File: config.mk
export PLATFORM = sky130hd
export DESIGN_NAME = alu_control_unit
export DESIGN_NICKNAME = d
export VERILOG_FILES = /design/src/rtl/alu_ctrl_pkg.sv /design/src/rtl/alu_ctrl_decode.sv /design/src/rtl/alu_control_unit.sv
export SDC_FILE = /design/constraint.sdc
export NUM_CORES = 1
export LEC_CHECK = 0
export CAP_MARGIN = 0
export CORE_AREA = 3 3 40 42
export DETAILED_ROUTE_END_ITERATION = 10
export DIE_AREA = 0 0 43 45
export PLACE_DENSITY_LB_ADDON = 0.05
export SYNTH_ARGS = -nofsm -noshare
export SYNTH_HDL_FRONTEND = slang
export SYNTH_SLANG_ARGS = --single-unit
File: constraint.sdc
create_clock -name clk -period 0.8 [get_ports clk]
set_input_delay 0.08 -clock clk [delete_from_list [all_inputs] [get_ports clk]]
set_output_delay 0.08 -clock clk [all_outputs]
set_load 0.02 [all_outputs]
File: src/rtl/alu_ctrl_pkg.sv
// Shared encodings for the MIPS ALU control path: ALUOp classes, R-type funct
// codes and the ALU operation select consumed by the ALU.
package alu_ctrl_pkg;

   localparam logic [2:0] ALUOP_MEM   = 3'b000;
   localparam logic [2:0] ALUOP_BR    = 3'b001;
   localparam logic [2:0] ALUOP_RTYPE = 3'b010;
   localparam logic [2:0] ALUOP_ADDIU = 3'b011;
   localparam logic [2:0] ALUOP_ANDI  = 3'b100;
   localparam logic [2:0] ALUOP_ORI   = 3'b101;
   localparam logic [2:0] ALUOP_SLTI  = 3'b110;

   localparam logic [5:0] FUNCT_ADD  = 6'b100000;
   localparam logic [5:0] FUNCT_ADDU = 6'b100001;
   localparam logic [5:0] FUNCT_SUB  = 6'b100010;
   localparam logic [5:0] FUNCT_SUBU = 6'b100011;
   localparam logic [5:0] FUNCT_AND  = 6'b100100;
   localparam logic [5:0] FUNCT_OR   = 6'b100101;
   localparam logic [5:0] FUNCT_NOR  = 6'b100111;
   localparam logic [5:0] FUNCT_SLTX = 6'b101001;
   localparam logic [5:0] FUNCT_SLT  = 6'b101010;
   localparam logic [5:0] FUNCT_SLTU = 6'b101011;
   localparam logic [5:0] FUNCT_SRL  = 6'b000010;
   localparam logic [5:0] FUNCT_SLL  = 6'b000000;

   localparam logic [2:0] ALU_AND = 3'b000;
   localparam logic [2:0] ALU_OR  = 3'b001;
   localparam logic [2:0] ALU_ADD = 3'b010;
   localparam logic [2:0] ALU_SRL = 3'b011;
   localparam logic [2:0] ALU_NOR = 3'b100;
   localparam logic [2:0] ALU_SLL = 3'b101;
   localparam logic [2:0] ALU_SUB = 3'b110;
   localparam logic [2:0] ALU_SLT = 3'b111;

   typedef struct packed {
      logic [2:0] ctrl;
      logic       uns;
      logic       ill;
   } alu_dec_t;

endpackage

File: src/rtl/alu_ctrl_decode.sv
// Combinational ALUOp/funct decoder; anything unrecognised (including X) is
// reported as illegal with an ADD select.
module alu_ctrl_decode
   import alu_ctrl_pkg::*;
(
   input  logic [2:0] aluop_i,
   input  logic [5:0] funct_i,
   output logic [2:0] ctrl_o,
   output logic       unsigned_o,
   output logic       illegal_o
);

   always_comb begin
      ctrl_o     = ALU_ADD;
      unsigned_o = 1'b0;
      illegal_o  = 1'b0;
      case (aluop_i)
         ALUOP_MEM:   ctrl_o = ALU_ADD;
         ALUOP_BR:    ctrl_o = ALU_SUB;
         ALUOP_ADDIU: begin
            ctrl_o     = ALU_ADD;
            unsigned_o = 1'b1;
         end
         ALUOP_ANDI:  ctrl_o = ALU_AND;
         ALUOP_ORI:   ctrl_o = ALU_OR;
         // sltiu is resolved downstream, so the qualifier stays low here
         ALUOP_SLTI:  ctrl_o = ALU_SLT;
         ALUOP_RTYPE: begin
            case (funct_i)
               FUNCT_ADD:  ctrl_o = ALU_ADD;
               FUNCT_ADDU: begin
                  ctrl_o     = ALU_ADD;
                  unsigned_o = 1'b1;
               end
               FUNCT_SUB:  ctrl_o = ALU_SUB;
               FUNCT_SUBU: begin
                  ctrl_o     = ALU_SUB;
                  unsigned_o = 1'b1;
               end
               FUNCT_AND:  ctrl_o = ALU_AND;
               FUNCT_OR:   ctrl_o = ALU_OR;
               FUNCT_NOR:  ctrl_o = ALU_NOR;
               FUNCT_SLT:  ctrl_o = ALU_SLT;
               FUNCT_SLTX, FUNCT_SLTU: begin
                  ctrl_o     = ALU_SLT;
                  unsigned_o = 1'b1;
               end
               FUNCT_SRL:  ctrl_o = ALU_SRL;
               FUNCT_SLL:  ctrl_o = ALU_SLL;
               default: begin
                  ctrl_o    = ALU_ADD;
                  illegal_o = 1'b1;
               end
            endcase
         end
         default: begin
            ctrl_o    = ALU_ADD;
            illegal_o = 1'b1;
         end
      endcase
   end

endmodule

File: src/rtl/alu_control_unit.sv
// Registered ALU control: decodes ALUOp/funct and presents the result to the
// ALU stage one clock later; async reset forces an ADD select with flags low.
module alu_control_unit
   import alu_ctrl_pkg::*;
(
   input  logic       clk,
   input  logic       rst_n,
   input  logic [2:0] ALUOp,
   input  logic [5:0] funct,
   output logic [2:0] ALU_control,
   output logic       alu_unsigned,
   output logic       illegal_op
);

   alu_dec_t dec_d;
   alu_dec_t dec_q;

   alu_ctrl_decode u_decode (
      .aluop_i    (ALUOp),
      .funct_i    (funct),
      .ctrl_o     (dec_d.ctrl),
      .unsigned_o (dec_d.uns),
      .illegal_o  (dec_d.ill)
   );

   always_ff @(posedge clk or negedge rst_n) begin
      if (!rst_n) begin
         dec_q <= '{ctrl: ALU_ADD, uns: 1'b0, ill: 1'b0};
      end else begin
         dec_q <= dec_d;
      end
   end

   assign ALU_control  = dec_q.ctrl;
   assign alu_unsigned = dec_q.uns;
   assign illegal_op   = dec_q.ill;

endmodule

==> out/metrics.cfg <==
[die]
core_um2 = 1280
rows = 13
pin_count = 16
die-area_um2 = 1940
floorplan.initialDensity_pct = 27.9
fp.dieH_um = 45
chipWidth_um = 43

[place]
post-place-cells = 84
post-place-ws_ns = -0.734
placed_cell_area_um2 = 616
place_congestion = 0.861
dp_hpwl_um = 916
portBuffers = 15

[pwr]
powerDensity_nw_per_um2 = 1200
pwr-share-clk_pct = 32.0
p_sw_share_pct = 28.9
p_leak_nw = 0.327
p_seq_share_pct = 31.7
ir_drop_mv = 0.467
pwr-share-comb_pct = 36.3
p_int_uw = 626
power_switching_uw = 254

[finish]
final_cell_mix = buf_4 (13), buf_6 (8), dfrtp_1 (4), nor2_1 (4), buf_2 (4)
postLayoutCoreUtil_pct = 57.0
stdcell_count = 91
final_cell_area_um2 = 732
drive_gt1_share_pct = 53.9
fill_cells = 111
diodes = 0
area_growth_syn_to_layout_pct = 104
fin_nets = 88
mostFrequentLayoutCell = buf_4

[run_status]
violations = setup timing
status = complete, but fails checks

[logic_synthesis]
synth_seq_area_share_pct = 35.2
synthArstFlopShare_pct = 100
synth.distinct_cells = 22
synth-xor-area-share_pct = 0
syn_area_um2 = 359
synthSimpleGateAreaFrac_pct = 26.1
yosysWarningCount = 0
synth_edf_count = 0
synthAdderAreaFrac_pct = 0
synth_top_area_cell = dfrtp_1
synth_cells = 43
synthTopCellsByArea = dfrtp_1 (28%), dfstp_2 (7.3%), nand2b_1 (7.0%)
syn-num-nets = 54
synth_top_area_share_pct = 27.9
synth_mux_area_share_pct = 0
ys_seq_elements = 5
ys.flop_type = dfrtp_1
synth_top_family_by_area = compound AO/OA/AOI/OAI gates
synth_compound_area_share_pct = 33.4
syn_avg_cell_area_um2 = 8.35

[sta]
tightestPinTransition_ns = 0.245
timing.final.crit_share_pct = 118
finalCriticalPeriod_ns = 0.941
relSlewSlack_pct = 83.4
rsz0062_at_grt = yes
holdWs_ns = 0.0698
setup_slack_ns = -0.141
fmax_mhz = 1060
setup_viol = 5
final_max_slew_viol_count = 0
finalHoldViolations = 0

[critical_path]
start_kind = flip-flop
critPathSlowestCell = dfstp_2
required_ns = 0.72
critical_path_arrival_ns = 0.86
max_stage_delay_ns = 0.52
worstSetupEndpointType = primary output
crit_buf_inv = 1
crit_family = flip-flops
path_cells = buf_6
crit_type = flip-flop to primary output
crit_fanout = 1

[drt]
vias = 458
vias_per_cell = 5.03
drt_iter0_drc = 12
dr.pass1.iters = 4
wl_per_cell_um = 12.9
antenna_left = 0
drc = 0
routed_wl_um = 1170

[global_routing]
grtUsageTotal_pct = 13.9
grt_pass1_vias = 462
grt_pass1_wl_um = 1950
grt_max_degree = 8
antenna_found_initial = 0
overflow = 0

[clocking]
cts_tree = yes
numCtsBuffers = 3
root_buffer = clkbuf_4
clkTransAtPathRegs_ns = 0.04
cts_buffer_depth = 2
h-tree-depth = 1
clock_sinks = 5

[job]
cap_violations = 0

[worst_hold_path]
hp-class = input port to async pin

[logic make-up (layout without fill, tap and decap cells)]
kind of cell,after synthesis,after routing
and+or+nand+nor,18,18
DFF,5,5
buffers and inverters,4,37
AOI/OAI and AO/OA,16,16
[layout make-up]
class,instances,area (µm²),area share (%)
multi-input combinational,34,295,40.3
timing repair buffer,30,254,34.7
sequential,5,126,17.3
clock buffer,4,26.3,3.59
tap,15,18.8,2.56
inverter,3,11.3,1.54
[layer usage]
layer	GRT usage [%]	routed length [µm]
met4	10.2	27
met1	13.6	447
met2	24.0	617
met3	5.18	80
met5	0	0
[power by group through the flow]
stage | logic (mW) | clock network [mW] | registers (mW)
final | 0.319 | 0.282 | 0.279
after global placement | 0.260 | 0 | 0.280
after floorplan | 0.0801 | 0 | 0.301
after detailed placement | 0.267 | 0 | 0.280
after CTS | 0.294 | 0.293 | 0.280
after global routing | 0.341 | 0.310 | 0.280
[repair_timing]
| action | in CTS | in global routing |
|---|---|---|
| pin swaps | 9 | 2 |
| gates cloned | 0 | 0 |
| endpoints found under the setup margin | 10 | 9 |
| resized for setup | 69 | 9 |
| endpoints found under the hold margin | 0 | 0 |
| setup buffers | 3 | 0 |
| hold buffers | 0 | 0 |
[sequential cells by signal, indices dropped and copies added (netlist names)]
| register | flops |
|---|---|
| alu_unsigned | 1 |
| illegal_op | 1 |
| ALU_control | 3 |
[per-stage QoR]
stage | setup TNS, ns | power (mW)
floorplan | -0.0240 | 0.381
global placement | -4.01 | 0.540
finish | -0.176 | 0.880
global route | -0.294 | 0.931
CTS | -0.232 | 0.866
detailed placement | -4.19 | 0.547
[synth_stat cells, types with 2 or more instances]
master and n:
nor2_1 6, dfrtp_1 4, nand2b_1 4, a21oi_1 3, inv_1 3, a21boi_0 2
nand2_1 2, nor3_1 2, nor3b_1 2, o21ai_0 2, o311ai_0 2
[worst paths after layout]
kind / from / end / cells after the start
max: ALU_control[1] / ALU_control[1] / 1
min: rst_n / ALU_control[0] / 1
max in group asynchronous: rst_n / ALU_control[1] / 1
min in group clk: funct[5] / ALU_control[1] / 3
Note: power is estimated with default switching activity, not from simulation.
==> variant: new RTL, same flow settings <==
Put a register stage on the outputs `ALU_control`, `alu_unsigned` and `illegal_op`, without a reset. The values now appear one clock later.
--- a/src/rtl/alu_control_unit.sv
+++ b/src/rtl/alu_control_unit.sv
@@ -32,7 +32,9 @@
    end
 
-   assign ALU_control  = dec_q.ctrl;
-   assign alu_unsigned = dec_q.uns;
-   assign illegal_op   = dec_q.ill;
+   always_ff @(posedge clk) begin
+      ALU_control  <= dec_q.ctrl;
+      alu_unsigned <= dec_q.uns;
+      illegal_op   <= dec_q.ill;
+   end
 
 endmodule
Check against the original RTL: not equivalent (Yosys sat finds a counterexample within 4 cycles, from zero or initial values and one cycle with rst_n low).
==> variant against the unedited design <==
Sequential cell count rose by 5. Power grew 45%. Cell area rose by 11%. Worst setup slack gained 0.17 ns. Final cell count up 5.5%. Synthesized area rose by 28%. Wire length decreased by 6.7%. Fmax increased by 22%. Largest cell class unchanged. Largest power group is now sequential cells.
==> variant: results (changes against the unedited design) <==
Worst-Margin Slew: 0.258 ns (+0.0128 ns)
M3 GR Usage: 3.98% (-1.2 points)
Pin count of the biggest net entering global routing: 7 (-1)
DR iter-0 viols: 2 (-10)
Synth warnings: 0 (unchanged)
Fraction of layout cells with a size suffix above 1: 55.6% (+1.6 points)
Sw frac: 24.0% (-4.8 points)
Maximum vdd drop: 0.680 mV (+46%)
Arrival time worst endpoint: 0.69 ns (-0.17 ns)
Worst path slowest cell: dfxtp_2
Post-Synth Adder-Cell Area: 0% (unchanged)
Final net count: 93 (+5.7%)
FILL cells: 106 (-4.5%)
Pre-CTS worst setup slack: -0.657 ns (+0.0775 ns)
Postcts setup bufs: 0 (-3)
Flop pwr share: 43.0% (+11 points)
Power Combinational: 0.295 mW (-7.5%)
DP Area: 738 um2 (+20%)
GR Util met2: 23.4% (-0.60 points)
Antenna cells: 0 (unchanged)
Total GRT Usage: 13.6% (-0.30 points)
Inst Count DP: 92 (+9.5%)
Clk root buf: clkbuf_4
Crit-path max cell delay: 0.32 ns (-0.20 ns)
TritonCTS Buffers: 3 (unchanged)
HPWL Detailed: 874 um (-4.6%)
Top flop regs: dec_q (5), ALU_control (3)
DR pass1 iterations: 4 (unchanged)
Leakage Power: 0.376 nW (+15%)
Met1 usage: 14.5% (+0.84 points)
Vias in the first global route: 476 (+3.0%)
Xor/xnor share of the synthesized area: 0% (unchanged)
RD Place Congestion: 0.849 (-1.4%)
Synth Area in Compound Gates: 26.2% (-7.3 points)
Port Buffer Count: 15 (unchanged)
Post-synthesis mux area share: 0% (unchanged)
Switching pwr: 0.307 mW (+21%)
Routed length per instance: 11.4 um (-12%)
Fin cells: 96 (+5.5%)
Synth top cells by count: nor2_1 (6), dfxtp_1 (5), dfrtp_1 (4), nand2b_1 (4)
Post-Syn Nets: 59 (+9.3%)
Worst skew pair latency: 0.26 ns
Top cells by area, synth: dfrtp_1 (22%), dfxtp_1 (22%), dfstp_2 (5.7%)
Routed Antenna Nets: 0 (unchanged)
Initial antenna violation count: 0 (unchanged)
First-pass GRT wire length: 1.89 mm (-3.2%)
Vias/cell: 5.11 (+1.6%)
H-tree Lvls: 1 (unchanged)
Clk slew on worst S/H paths: 0.06 ns (+0.02 ns)
Synth cell types: 23 (+4.5%)
Post-CTS resize count: 60 (-13%)
Async set-reset flop share out of synthesis: 50.0% (-50 points)
DRC violations left: 0 (unchanged)
Status: finished clean
Post-synth top flop: dfxtp_1
Syn avg cell area: 9.57 um2 (+15%)
Seq/Total Area, Yosys: 49.3% (+14 points)
-- variant: worst paths after layout --
check	startpoint	to	slack, ns	cells past startpoint
worst max register to register	dec_q[3]	ALU_control[1]	0.24	0
min in group clk	funct[1]	dec_q[3]	0.21	4
max in group asynchronous	rst_n	dec_q[3]	0.52	1
worst max-delay path	ALU_control[0]	ALU_control[0]	0.03	1
worst min-delay path	rst_n	dec_q[0]	0.03	1
worst min register to register	dec_q[0]	illegal_op	0.34	0
-- variant: metal layers --
| metal | vias to the layer above | wire, um |
|---|---|---|
| li1 | 248 | - |
| met1 | 226 | 452 |
| met2 | 15 | 569 |
| met3 | 2 | 55 |
| met4 | 0 | 17 |
| met5 | - | 0 |
-- variant: cell type report --
cell class / count / area [um2] / share of cell area, %
multi-input cells: 34 / 270 / 33.1
repair buffers: 30 / 246 / 30.2
flip-flops and latches: 10 / 233 / 28.5
clock buffers: 4 / 36.3 / 4.45
well taps: 15 / 18.8 / 2.30
inverters: 3 / 11.3 / 1.38
